<file path="src/rtl/rv32i_wb_pkg.sv">
// Shared types for the RV32I writeback arbiter: data width and the buffered
// long-latency result entry.
package rv32i_wb_pkg;

    localparam int XLEN       = 32;
    localparam int REG_ADDR_W = 5;
    localparam int NUM_REGS   = 32;

    typedef struct packed {
        logic [REG_ADDR_W-1:0] rd;
        logic [XLEN-1:0]       value;
    } wb_entry_t;

endpackage

</file>
<file path="src/rtl/wb_fifo.sv">
// In-order synchronous FIFO of writeback entries; a push and a pop in the
// same cycle leave the occupancy unchanged.
module wb_fifo
    import rv32i_wb_pkg::*;
#(
    parameter int DEPTH = 4
) (
    input  logic      clk,
    input  logic      rst,
    input  logic      push,
    input  wb_entry_t push_data,
    input  logic      pop,
    output wb_entry_t pop_data,
    output logic      full,
    output logic      empty
);

    localparam int PW = $clog2(DEPTH);
    localparam int CW = PW + 1;

    logic [PW-1:0] wr_ptr;
    logic [PW-1:0] rd_ptr;
    logic [CW-1:0] count;
    wb_entry_t     mem [DEPTH];

    logic do_push;
    logic do_pop;

    assign full     = (count == CW'(DEPTH));
    assign empty    = (count == '0);
    assign do_push  = push && !full;
    assign do_pop   = pop && !empty;
    assign pop_data = mem[rd_ptr];

    // DEPTH is a power of two, so the pointers wrap by plain overflow.
    always_ff @(posedge clk) begin
        if (rst) begin
            wr_ptr <= '0;
            rd_ptr <= '0;
            count  <= '0;
        end else begin
            if (do_push) wr_ptr <= wr_ptr + 1'b1;
            if (do_pop)  rd_ptr <= rd_ptr + 1'b1;
            if (do_push && !do_pop)      count <= count + 1'b1;
            else if (!do_push && do_pop) count <= count - 1'b1;
        end
    end

    always_ff @(posedge clk) begin
        if (do_push) mem[wr_ptr] <= push_data;
    end

endmodule

</file>
<file path="src/rtl/regfile_wb_arbiter.sv">
// Regfile write-port arbiter: ALU results first, then buffered long-latency
// results, then a zero-latency long bypass; tracks pending long destinations.
module regfile_wb_arbiter
    import rv32i_wb_pkg::*;
#(
    parameter int XLEN       = rv32i_wb_pkg::XLEN,
    parameter int FIFO_DEPTH = 4
) (
    input  logic            clk,
    input  logic            rst,
    input  logic            alu_valid,
    input  logic [4:0]      alu_rd,
    input  logic [XLEN-1:0] alu_value,
    input  logic            long_issue,
    input  logic [4:0]      long_issue_rd,
    input  logic            long_valid,
    output logic            long_ready,
    input  logic [4:0]      long_rd,
    input  logic [XLEN-1:0] long_value,
    input  logic [4:0]      chk_rs1,
    input  logic [4:0]      chk_rs2,
    input  logic [4:0]      chk_rd,
    output logic            stall,
    output logic            reg_we,
    output logic [4:0]      rd,
    output logic [XLEN-1:0] rd_value
);

    // Long results use valid/ready: a result transfers on a cycle where both
    // long_valid and long_ready are high; long_value/long_rd must hold until then.

    wb_entry_t   head;
    wb_entry_t   push_data;
    logic        fifo_full;
    logic        fifo_empty;
    logic        fifo_push;
    logic        fifo_pop;

    logic        alu_wr;
    logic        head_wr;
    logic        bypass_wr;
    logic        long_acc;
    logic [31:1] pend_q;
    logic [31:0] pend;
    logic [31:0] set_vec;
    logic [31:0] clr_vec;

    assign pend = {pend_q, 1'b0};

    always_comb begin
        long_ready = !fifo_full && !rst;
        long_acc   = long_valid && long_ready;
        alu_wr     = !rst && alu_valid && (alu_rd != 5'd0);
        head_wr    = !rst && !alu_wr && !fifo_empty;
        bypass_wr  = !rst && !alu_wr && fifo_empty && long_valid && (long_rd != 5'd0);
        // Discarded x0 results and bypassed results never enter the buffer.
        fifo_push  = long_acc && (long_rd != 5'd0) && !bypass_wr;
        fifo_pop   = head_wr;
        push_data  = '{rd: long_rd, value: long_value};

        reg_we   = alu_wr || head_wr || bypass_wr;
        rd       = 5'd0;
        rd_value = '0;
        if (alu_wr) begin
            rd       = alu_rd;
            rd_value = alu_value;
        end else if (head_wr) begin
            rd       = head.rd;
            rd_value = head.value;
        end else if (bypass_wr) begin
            rd       = long_rd;
            rd_value = long_value;
        end

        set_vec = '0;
        if (long_issue && (long_issue_rd != 5'd0)) set_vec = 32'd1 << long_issue_rd;
        clr_vec = '0;
        if (head_wr || bypass_wr) clr_vec = 32'd1 << rd;

        stall = !rst && (pend[chk_rs1] || pend[chk_rs2] || pend[chk_rd] ||
                         (long_issue && fifo_full));
    end

    // A coincident set on the same register overrides the clear.
    always_ff @(posedge clk) begin
        if (rst) pend_q <= '0;
        else     pend_q <= (pend_q & ~clr_vec[31:1]) | set_vec[31:1];
    end

    wb_fifo #(.DEPTH(FIFO_DEPTH)) u_fifo (
        .clk       (clk),
        .rst       (rst),
        .push      (fifo_push),
        .push_data (push_data),
        .pop       (fifo_pop),
        .pop_data  (head),
        .full      (fifo_full),
        .empty     (fifo_empty)
    );

endmodule

</file>
<file path="config.mk">
export PLATFORM = sky130hd
export DESIGN_NAME = regfile_wb_arbiter
export DESIGN_NICKNAME = d
export VERILOG_FILES = /design/src/rtl/rv32i_wb_pkg.sv /design/src/rtl/wb_fifo.sv /design/src/rtl/regfile_wb_arbiter.sv
export SDC_FILE = /design/constraint.sdc
export NUM_CORES = 1
export LEC_CHECK = 0
export CORE_ASPECT_RATIO = 2
export CORE_MARGIN = 8
export CORE_UTILIZATION = 49
export CTS_BUF_LIST = sky130_fd_sc_hd__clkbuf_8
export DETAILED_ROUTE_END_ITERATION = 10
export DONT_BUFFER_PORTS = 1
export MAX_ROUTING_LAYER = met4
export SLEW_MARGIN = 20
export SYNTH_ARGS = -nofsm -noshare
export SYNTH_HDL_FRONTEND = slang
export SYNTH_SLANG_ARGS = --single-unit
</file>
<file path="constraint.sdc">
create_clock -name clk -period 5.9 [get_ports clk]
set_clock_uncertainty 0.2 [all_clocks]
set_input_delay 1.18 -clock clk [delete_from_list [all_inputs] [get_ports clk]]
set_output_delay 1.18 -clock clk [all_outputs]
set_load 0.05 [all_outputs]
</file>
==> Yosys cells after proc, flatten, opt, wreduce, memory -nomap -nowiden <==
Memories as Yosys holds them, arrays and structs flattened. A register that Yosys moved wholly into a read port is not among the register bits.
Index checks and enable logic that the tools add are counted.
{ "classes": {"muxes": 20, "n_bitwise": 3, "n_lt_le_gt_ge": 3, "add_sub_neg": 4, "eq_ne": 1, "reduce_logical": 36, "shifts": 2} }
{ "op_table": {"columns": ["operator", "n"], "rows": [
  ["32-bit 2-to-1 mux", 5],
  ["1-bit by 5-bit << shifter with 32-bit output (first input constant)", 2],
  ["31-bit bitwise AND", 1],
  ["31-bit NOT", 1],
  ["31-bit bitwise OR", 1],
  ["1-bit logical AND", 18],
  ["5-bit by 6-bit < comparator with 1-bit output (second input constant)", 3],
  ["1-bit binary-select mux with 5-bit select", 3],
  ["5-bit 2-to-1 mux", 3],
  ["5-bit nonzero test", 3],
  ["1-bit logical NOT", 7],
  ["1-bit logical OR", 6],
  ["3-bit 2-to-1 mux", 2],
  ["1-bit 2-to-1 mux", 5],
  ["2-bit by 1-bit adder with 2-bit output (second input constant)", 2],
  ["2-bit 2-to-1 mux", 2],
  ["3-bit by 1-bit adder with 3-bit output (second input constant)", 1],
  ["3-bit equality test (second input constant)", 1],
  ["3-bit logical NOT", 1],
  ["3-bit by 1-bit subtractor with 3-bit output (second input constant)", 1],
  ["2-bit nonzero test", 1]
]} }
{ "totals": {"output_inout_bits": 40, "ramBits": 148, "wordCells": 74, "register_bits": 38, "memories": 1} }
{ "memory_table": {"columns": ["memory", "words", "word_bits", "rd", "rd_clocked_by_memory_dff", "wr", "line", "source"], "rows": [
  ["u_fifo.mem", 4, 37, 1, 1, 1, "wb_fifo.sv:24", "wb_entry_t mem [DEPTH];"]
]} }

==> Longest topological paths before layout <==
Gate-level depths: netlist of the first run.
{ "depth": {"depth_word": 16, "mapped_depth": 13, "mapped_depth_nobuf": 10} }

==> Modules after synthesis <==
A second synthesis of the first run with hierarchy kept.
{ "unflattened": {"cells_unflattened": 625, "area_unflattened_um2": 8951.1} }
{ "by_module_without_submodules": {"columns": ["module", "n_inst", "cells_each", "area_each_um2"], "rows": [
  ["wb_fifo", 1, 241, 5844.4],
  ["regfile_wb_arbiter", 1, 384, 3106.7]
]} }

==> Least setup slack after synthesis of the first run <==
No wires, ideal clock.
{ "synth_timing": {"kind": "input to output", "startpoint": "input chk_rs1[0]", "endpoint": "output stall", "setup_slack_ns": 1.270, "cell_stages": 6, "path_buffers": 1, "arrival_ns": 3.250, "path_cell_list": "buf_2 -> mux4_2 -> or4b_2 -> nand2_1 -> nor4_1 -> a41oi_1"} }
{ "synth_via": {"elab_chain_len": 6} }
{ "synth_rtl": {"columns": ["item", "line", "source"], "rows": [
  ["start, declared", "regfile_wb_arbiter.sv:20", "input logic [4:0] chk_rs1,"],
  ["1-bit binary-select mux with 5-bit select", "regfile_wb_arbiter.sv:80", "stall = !rst && (pend[chk_rs1] || pend[chk_rs2] || pend[chk_rd] ||"],
  ["1-bit 2-to-1 mux (implied by the code)", "regfile_wb_arbiter.sv:80", null],
  ["1-bit logical OR (3 in series)", "regfile_wb_arbiter.sv:80", null],
  ["1-bit logical AND", "regfile_wb_arbiter.sv:80", null],
  ["end, declared", "regfile_wb_arbiter.sv:23", "output logic stall,"]
]} }
Every way passes these cells. The select of a mux whose other input is x is not followed.

==> Final worst setup path of the first run <==
{ "layout_timing": {"startpoint": "input alu_rd[3]", "endpoint": "output rd_value[26]"} }
{ "layout_via": {"elab_chain_len": 10, "word_cells_on_any_way": 11, "cone_classes": "mux: 3; reduce/logical: 8"} }
{ "layout_rtl": {"columns": ["item", "line", "source"], "rows": [
  ["start, declared", "regfile_wb_arbiter.sv:12", "input logic [4:0] alu_rd,"],
  ["5-bit nonzero test (*)", "regfile_wb_arbiter.sv:53", "alu_wr = !rst && alu_valid && (alu_rd != 5'd0);"],
  ["1-bit logical AND (*)", "regfile_wb_arbiter.sv:53", null],
  ["1-bit logical NOT", "regfile_wb_arbiter.sv:54, regfile_wb_arbiter.sv:55", null],
  ["1-bit logical AND", "regfile_wb_arbiter.sv:54, regfile_wb_arbiter.sv:55", null],
  ["1-bit logical AND (3 in series)", "regfile_wb_arbiter.sv:55", "bypass_wr = !rst && !alu_wr && fifo_empty && long_valid && (long_rd != 5'd0);"],
  ["32-bit 2-to-1 mux", "regfile_wb_arbiter.sv:70", "end else if (bypass_wr) begin"],
  ["32-bit 2-to-1 mux", "regfile_wb_arbiter.sv:67", "end else if (head_wr) begin"],
  ["32-bit 2-to-1 mux (*)", "regfile_wb_arbiter.sv:64", "if (alu_wr) begin"],
  ["end, declared", "regfile_wb_arbiter.sv:26", "output logic [XLEN-1:0] rd_value"]
]} }
Mark *: on every way between the ends. The rest lies on a longest branch, timed or not.

==> results.sh, run 1 <==
export IMPL_firstDrtPassIters=11
export IMPL_wirelength_mm=22.9
export IMPL_hold_buffers=0
export IMPL_core_um2=18200
export IMPL_syn2layout_area_growth_pct=5.50
export IMPL_drcViolationCount=0
export IMPL_clock_fmax_mhz=213
export IMPL_peakVddDrop_mv=0.281
export IMPL_tns_ns=0
export IMPL_synthAdderAreaFrac=0.00911
export IMPL_syn_mean_instance_area_um2=14.1
export IMPL_syn_inst=641
export IMPL_rows=70
export IMPL_ant_nets=0
export IMPL_drive_gt1_frac=0.178
export IMPL_cts_root_buf="clkbuf_8"
export IMPL_vias_per_cell=6.79
export IMPL_place_gp_congestion=0.955
export IMPL_seq_area_frac_synth=0.579
export IMPL_grt_max_degree=38
export IMPL_antenna_found_initial=0
export IMPL_mostFrequentLayoutCell="edfxtp_1"
export IMPL_chipHeight_um=208
export IMPL_finalMaxSlewViolations=0
export IMPL_syn_num_nets=746
export IMPL_p_total_uw=3670
export IMPL_initial_utilization=0.497
export IMPL_synth_edf_count=148
export IMPL_synth_ff_latch_count=188
export IMPL_setup_viol=0
export IMPL_drt_initial_drc_count=513
export IMPL_worstMarginPinSlew_ns=1.05
export IMPL_status="completed"
export IMPL_clock_power_share=0.211
export IMPL_pwr_share_seq=0.469
export IMPL_fin_crit_sh=0.795
export IMPL_postCtsResizedCells=0
export IMPL_dieArea_um2=23400
export IMPL_syn_area_um2=9060
export IMPL_hold_path_class="reg -> reg"
export IMPL_cts_buffers=17
export IMPL_synth_xor_area_frac=0.00483
export IMPL_ios=139
export IMPL_wl_per_cell_um=26.9
export IMPL_post_place_ws_ns=1.22
export IMPL_endpoint_kind="primary output"
export IMPL_clock_sinks=188
export IMPL_yosysTopAreaCell="edfxtp_1"
export IMPL_leakage_uw=0.00316
export IMPL_synth_top_family_by_area="multiplexers"
export IMPL_maxSlewHeadroom=0.303
export IMPL_critPathKind="in -> out"
export IMPL_overflow=0
export IMPL_grt_util_all_layers=0.205
export IMPL_layout_common_cells="148 x edfxtp_1, 66 x inv_1, 57 x mux4_2, 51 x nand2_1, 38 x dfxtp_1"
export IMPL_power_density_nw_per_um2=384
export IMPL_rsz0062_at_grt="false"
export IMPL_n_antenna_cell=0
export IMPL_synthSimpleGateAreaFrac=0.0805
export IMPL_period_needed_ns=4.69
export IMPL_hold_viol=0
export IMPL_pwr_share_comb=0.320
export IMPL_die_width_um=112
export IMPL_max_cap_violations=0
export IMPL_synth_compound_area_frac=0.117
export IMPL_p_sw_frac=0.356
export IMPL_ys_dominant_reg_cell="edfxtp_1"
export IMPL_io_buffers=0
export IMPL_synth_area_top_cells="edfxtp_1 49%, mux4_2 14%, dfxtp_1 8.8%"
export IMPL_insertion_delay_ns=0.45
export IMPL_yosysWarningCount=0
export IMPL_setup_ws_ns=1.21
export IMPL_cts_tree="built"
export IMPL_grt_pass1_vias=6300
export IMPL_clkSlewWorstSetupHoldPaths_ns=0.08
export IMPL_worstPathMaxFanout=35
export IMPL_power_switching_uw=1310
export IMPL_num_vias=5772
export IMPL_hpwl_mm=16.4
export IMPL_ys_types=61
export IMPL_grt_pass1_wl_mm=35.1
export IMPL_p_int_uw=2370
export IMPL_final_nets=730
export IMPL_cts_setup_buffers=0
export IMPL_synth_top_cell_area_share=0.490
export IMPL_startpoint_type="input port"
export IMPL_required_ns=4.52
export IMPL_htree_num_levels=4
export IMPL_worstPathArrival_ns=3.31
export IMPL_synth_mux_area_frac=0.162
export IMPL_synthArstFlopShare=0
export IMPL_clk_path_buf_depth=2
flip-flops by register name, indices dropped and copies added (netlist names), named ones only:
name / flops
u_fifo.wr_ptr: 2
pend_q: 31
u_fifo.count: 3
u_fifo.mem: 148
u_fifo.rd_ptr: 2
routing by layer:
layer	part of all wire	vias up	GRT usage
met5	0	-	-
met2	0.56	216	0.379
met1	0.33	2930	0.182
met3	0.054	73	0.0438
li1	-	2553	-
met4	0.054	0	0.130
logic make-up after synthesis:
family | Yosys count
DFF | 188
muxes | 75
and+or+nand+nor | 140
buffers and inverters | 108
AOI/OAI and AO/OA | 119
xor gates and xnor gates | 5
adders and majority gates | 6
synthesized netlist by cell type, types with 7 or more instances:
cell	n
mux4_2	57
inv_1	63
nand3_1	8
nor2_1	21
o211ai_1	22
buf_2	10
edfxtp_1	148
nand2_1	51
o311ai_0	11
o311ai_1	17
dfxtp_1	40
nor4_1	8
clkbuf_1	29
mux2i_1	16
a222oi_1	32
o21ai_0	7
power by group through the flow:
stage / Combinational, uW / Sequential (uW) / Clock [uW]
2_1_floorplan: 1020 / 1680 / 0
3_3_place_gp: 1160 / 1740 / 0
3_5_place_dp: 1180 / 1750 / 0
4_1_cts: 1190 / 1720 / 802
5_1_grt: 1250 / 1750 / 844
6_report: 1180 / 1720 / 775
final cells by class:
type                            instances  area, um2
Clock inverter                         11        110
Clock buffer                           17        234
Inverter                               65        244
Tap cell                              216        270
Multi-Input combinational cell        345       3390
Fill cell                            1577       8660
Timing Repair Buffer                    8       60.1
Sequential cell                       188       5250
path summary, 6_finish.rpt:
path,slack [ns],start,depth (start not counted),to
max reg2reg,2.43,register,6,pend_q[16]$_SDFF_PP0_
min reg2reg,0.33,u_fifo.rd_ptr[1]$_SDFFE_PP0P_,2,register
max,1.21,alu_rd[3],7,rd_value[26]
min,0.33,u_fifo.rd_ptr[1]$_SDFFE_PP0P_,2,register
metrics by stage:
stage	hold slack (ns)	cells	cell area, um2	utilization
after floorplan	0.283	641	9060	-
after global placement	0.304	822	9220	0.506
after detailed placement	0.309	822	9220	0.506
after CTS	0.332	850	9560	0.525
after global routing	0.353	850	9560	0.525
final	0.329	850	9560	0.525
critical path, cell delays in order:
cell      delay, ns
or4_4          0.54
o21a_1         0.18
buf_4          0.25
nor3_4         0.16
buf_4          0.41
a222oi_1       0.17
inv_1          0.38
No activity file was read; power rests on OpenSTA's default activity.
==> run 2: changes to the inputs <==
==> constraint.sdc (replaced) <==
create_clock -name clk -period 4.45 [get_ports clk]
set_clock_uncertainty 0.2 [all_clocks]
set_input_delay 0.89 -clock clk [delete_from_list [all_inputs] [get_ports clk]]
set_output_delay 0.89 -clock clk [all_outputs]
set_load 0.05 [all_outputs]
==> results.sh, run 2 (synthesized netlist as in run 1, its figures left out) <==
export IMPL_hpwl_mm=16.7
export IMPL_final_nets=765
export IMPL_fin_crit_sh=0.910
export IMPL_ios=139
export IMPL_pwr_share_seq=0.433
export IMPL_p_total_uw=5250
export IMPL_final_cells=889
export IMPL_pwr_share_comb=0.363
export IMPL_die_width_um=112
export IMPL_clk_path_buf_depth=2
export IMPL_dp_cells=857
export IMPL_nFillCells=1500
export IMPL_grt_pass1_vias=6372
export IMPL_r2r_slack_ns=1.01
export IMPL_clock_power_share=0.204
export IMPL_postCtsResizedCells=0
export IMPL_cts_root_buf="clkbuf_8"
export IMPL_p_sw_frac=0.362
export IMPL_ant_nets=0
export IMPL_clock_fmax_mhz=247
export IMPL_firstDrtPassIters=8
export IMPL_power_density_nw_per_um2=516
export IMPL_overflow=0
export IMPL_core_um2=18200
export IMPL_setup_ws_ns=0.402
export IMPL_max_cap_violations=0
export IMPL_placed_cell_area_um2=9800
export IMPL_min_to="u_fifo.count[2]$_SDFFE_PP0P_"
export IMPL_chipHeight_um=208
export IMPL_status="completed"
export IMPL_setup_viol=0
export IMPL_place_gp_congestion=0.974
export IMPL_hold_path_cell_count=1
export IMPL_use_met1=0.188
export IMPL_power_switching_uw=1900
export IMPL_critPathKind="reg -> out"
export IMPL_hold_viol=0
export IMPL_cts_tree="built"
export IMPL_initial_utilization=0.497
export IMPL_insertion_delay_ns=0.46
export IMPL_syn2layout_area_growth_pct=12.4
export IMPL_mostFrequentLayoutCell="edfxtp_1"
export IMPL_leakage_uw=0.00346
export IMPL_num_vias=5887
export IMPL_peakVddDrop_mv=0.381
export IMPL_required_ns=3.36
export IMPL_clock_sinks=188
export IMPL_maxSlewHeadroom=0.293
export IMPL_worst_hold_startpoint="rst"
export IMPL_use_met2=0.379
export IMPL_dieArea_um2=23400
export IMPL_largestRegisters="u_fifo.mem (148), pend_q (31), u_fifo.count (3)"
export IMPL_worstPathArrival_ns=2.96
export IMPL_htree_num_levels=4
export IMPL_reg2reg_depth=7
export IMPL_wirelength_mm=23.0
export IMPL_grt_busiest_layer="met2"
export IMPL_grt_util_all_layers=0.208
export IMPL_n_antenna_cell=0
export IMPL_post_place_ws_ns=0.626
export IMPL_drt_initial_drc_count=570
export IMPL_endpoint_kind="primary output"
export IMPL_top_register="u_fifo.mem"
export IMPL_io_buffers=0
export IMPL_tns_ns=0
export IMPL_antenna_found_initial=0
export IMPL_rsz0062_at_grt="false"
export IMPL_p_int_uw=3350
export IMPL_worstMarginPinSlew_ns=1.06
export IMPL_hold_path_class="in -> reg"
export IMPL_finalMaxSlewViolations=0
export IMPL_drcViolationCount=0
export IMPL_rows=70
export IMPL_hold_buffers=0
export IMPL_r2r_end="pend_q[20]$_SDFF_PP0_"
export IMPL_largest_register_ffs=148
export IMPL_clkSlewWorstSetupHoldPaths_ns=0.11
export IMPL_startpoint_type="register"
export IMPL_grt_use_met3=0.0450
export IMPL_period_needed_ns=4.05
export IMPL_worstPathMaxFanout=15
export IMPL_cts_setup_buffers=0
export IMPL_fin_area_um2=10200
export IMPL_grt_max_degree=38
export IMPL_wl_per_cell_um=25.9
export IMPL_layout_common_cells="148 x edfxtp_1, 63 x inv_1, 57 x mux4_2, 51 x nand2_1, 38 x dfxtp_1"
export IMPL_drive_gt1_frac=0.230
export IMPL_cts_buffers=17
export IMPL_vias_per_cell=6.62
export IMPL_grt_pass1_wl_mm=35.6
[run 2: changes by cell type in the layout (fill, tap and decap cells not counted), sizes merged]
| cell | before | now |
|---|---|---|
| buf | 8 | 43 |
| inv | 68 | 74 |
| clkinv | 2 | 6 |
| clkinvlp | 4 | 0 |
| bufinv | 2 | 0 |
[run 2: final cells by class]
class,count,area (um2),area share
Timing Repair Buffer,43,648,0.0636
Clock inverter,15,146,0.0144
Clock buffer,17,234,0.0230
Multi-Input combinational cell,345,3390,0.333
Inverter,65,244,0.0240
Tap cell,216,270,0.0265
Sequential cell,188,5250,0.515
[run 2: routing by layer]
layer | part of all wire | wire length (um) | up-vias
met3 | 0.059 | 1350 | 74
met1 | 0.32 | 7460 | 2951
li1 | - | - | 2620
met4 | 0.056 | 1280 | 0
met2 | 0.56 | 13000 | 242
met5 | 0 | 0 | -
[run 2: worst max-delay path by stage]
stage	startpoint	endpoint	slack, ns	depth (start not counted)
floorplan	chk_rs1[0]	stall	0.40	6
global placement	alu_rd[3]	rd_value[11]	0.66	7
detailed placement	alu_rd[3]	rd_value[20]	0.63	7
CTS	register	rd[3]	0.33	5
global route	register	rd[3]	0.25	5
finish	register	rd[3]	0.40	5
[run 2: worst max-delay path, stage by stage, from the launching register on]
cell      delay [ns]
dfxtp_2         0.36
buf_4           0.28
mux4_2          0.55
o2111a_1        0.19
a311oi_4        0.65
inv_2           0.47
[run 2: power groups by stage]
| stage | clock [uW] | combinational [uW] | sequential [uW] |
|---|---|---|---|
| after floorplan | 0 | 1350 | 2230 |
| after global placement | 0 | 1900 | 2290 |
| after detailed placement | 0 | 1920 | 2310 |
| after CTS | 1100 | 1930 | 2270 |
| after global routing | 1160 | 2030 | 2300 |
| final | 1070 | 1910 | 2270 |
[run 2: through the flow]
step           hold slack (ns)  utilization
4_1_cts                  0.250        0.559
6_report                 0.299        0.559
3_5_place_dp             0.320        0.538
5_1_grt                  0.251        0.559
3_3_place_gp             0.302        0.538
2_1_floorplan            0.283            -
==> run 3: changes to the inputs <==
--- a/config.mk
+++ b/config.mk
@@ -12,7 +12,7 @@
 export DETAILED_ROUTE_END_ITERATION = 10
 export DONT_BUFFER_PORTS = 1
 export MAX_ROUTING_LAYER = met4
-export SLEW_MARGIN = 20
+export PLACE_DENSITY = 0.61
 export SYNTH_ARGS = -nofsm -noshare
 export SYNTH_HDL_FRONTEND = slang
 export SYNTH_SLANG_ARGS = --single-unit
==> results.sh, run 3 (synthesized netlist as in run 1, its figures left out) <==
export IMPL_largestRegisters="u_fifo.mem (148), pend_q (31), u_fifo.count (3)"
export IMPL_drt_initial_drc_count=613
export IMPL_fin_util=0.567
export IMPL_clk_path_buf_depth=2
export IMPL_ant_nets=0
export IMPL_firstDrtPassIters=8
export IMPL_nFillCells=1484
export IMPL_crit_buf_inv=0
export IMPL_pwr_share_seq=0.428
export IMPL_tns_ns=0
export IMPL_drive_gt1_frac=0.238
export IMPL_endpoint_kind="primary output"
export IMPL_grt_pass1_vias=6537
export IMPL_hpwl_mm=18.7
export IMPL_setup_viol=0
export IMPL_critPathKind="reg -> out"
export IMPL_cts_buffers=17
export IMPL_worstMarginPinSlew_ns=1.04
export IMPL_rsz0062_at_grt="false"
export IMPL_antenna_found_initial=0
export IMPL_grt_max_degree=38
export IMPL_hold_path_class="in -> reg"
export IMPL_hold_buffers=0
export IMPL_final_nets=769
export IMPL_n_antenna_cell=0
export IMPL_num_vias=6084
export IMPL_cts_setup_buffers=0
export IMPL_htree_num_levels=4
export IMPL_worstPathMaxFanout=17
export IMPL_highest_layer="met4"
export IMPL_pwr_share_comb=0.363
export IMPL_io_buffers=0
export IMPL_top_register="u_fifo.mem"
export IMPL_clock_power_share=0.209
export IMPL_max_stage_delay_ns=0.66
export IMPL_status="completed"
export IMPL_mostFrequentLayoutCell="edfxtp_1"
export IMPL_hold_viol=0
export IMPL_initial_utilization=0.497
export IMPL_wl_met3_mm=1.69
export IMPL_wl_met1_mm=8.27
export IMPL_wirelength_mm=25.5
export IMPL_rows=70
export IMPL_clock_sinks=188
export IMPL_insertion_delay_ns=0.46
export IMPL_largest_register_ffs=148
export IMPL_peakVddDrop_mv=0.348
export IMPL_postCtsResizedCells=0
export IMPL_p_sw_frac=0.361
export IMPL_drcViolationCount=0
export IMPL_die_width_um=112
export IMPL_chipHeight_um=208
export IMPL_period_needed_ns=4.21
export IMPL_maxSlewHeadroom=0.302
export IMPL_overflow=0
export IMPL_cts_tree="built"
export IMPL_ios=139
export IMPL_core_um2=18200
export IMPL_place_gp_congestion=1.03
export IMPL_max_cap_violations=0
export IMPL_wl_per_cell_um=28.5
export IMPL_clkSlewWorstSetupHoldPaths_ns=0.09
export IMPL_power_switching_uw=1950
export IMPL_cp_slowest_cell="dfxtp_2"
export IMPL_path_delay_family="simple AND/OR/NAND/NOR gates"
export IMPL_clock_fmax_mhz=238
export IMPL_met2_wirelength_mm=14.0
export IMPL_finalMaxSlewViolations=0
export IMPL_fin_crit_sh=0.946
export IMPL_required_ns=3.36
export IMPL_grt_util_all_layers=0.229
export IMPL_grt_pass1_wl_mm=38.7
export IMPL_cp_cell_sequence="mux4_2 -> and3_1 -> o21ai_2 -> nand2_1"
export IMPL_dieArea_um2=23400
export IMPL_power_density_nw_per_um2=524
export IMPL_cts_root_buf="clkbuf_8"
export IMPL_startpoint_type="register"
export IMPL_vias_per_cell=6.81
export IMPL_syn2layout_area_growth_pct=13.9
export IMPL_worstPathArrival_ns=3.12
export IMPL_leakage_uw=0.00351
export IMPL_layout_common_cells="148 x edfxtp_1, 63 x inv_1, 57 x mux4_2, 51 x nand2_1, 38 x dfxtp_1"
export IMPL_p_int_uw=3460
## run 3: cell count changes in the layout (fill, tap and decap cells not counted), sizes merged
cell,delta
buf,+4
clkinv,-3
clkinvlp,+2
bufinv,+1
## run 3: per-layer routing
layer / vias up / track usage
met5: - / -
met4: 0 / 0.144
met3: 96 / 0.0586
met2: 288 / 0.410
met1: 3068 / 0.209
li1: 2632 / -
## run 3: final cells by class
cell class                 count  area (um2)  area share
sequential                   188        5250       0.508
multi-input combinational    345        3390       0.329
clock inverter                15         169      0.0164
timing repair buffer          47         766      0.0742
inverter                      65         244      0.0236
tap                          216         270      0.0262
clock buffer                  17         234      0.0227
## run 3: metrics by stage
stage / power [uW] / worst slack, ns / hold WS [ns] / instance area [um2] / instances
global route: 5630 / 0.0931 / 0.275 / 10300 / 893
floorplan: 3580 / 0.400 / 0.283 / 9060 / 641
detailed placement: 4320 / 0.544 / 0.327 / 9920 / 861
finish: 5410 / 0.240 / 0.304 / 10300 / 893
global placement: 4280 / 0.579 / 0.311 / 9920 / 861
CTS: 5450 / 0.169 / 0.258 / 10300 / 893
## run 3: power groups by stage
stage               registers (uW)  clock network, uW  logic, uW
floorplan                     2230                  0       1350
global placement              2330                  0       1950
detailed placement            2350                  0       1970
CTS                           2310               1160       1980
global route                  2340               1210       2080
finish                        2320               1130       1960
## run 3: worst reg2reg max path, cell delays in order (launching register included)
cell       delay, ns
dfxtp_2         0.66
buf_4           0.31
mux4_2          0.53
o2111ai_1       0.14
o211a_4         0.35
inv_2           0.30
nor3_1          0.67
o221ai_1        0.22
## run 3: worst paths after layout
path | from | endpoint | slack, ns | depth (start not counted)
worst max register to register | register | pend_q[9]$_SDFF_PP0_ | 0.93 | 7
worst min-delay path | rst | register | 0.30 | 1
worst max-delay path | register | rd[4] | 0.24 | 4
worst min register to register | pend_q[19]$_SDFF_PP0_ | pend_q[19]$_SDFF_PP0_ | 0.35 | 2
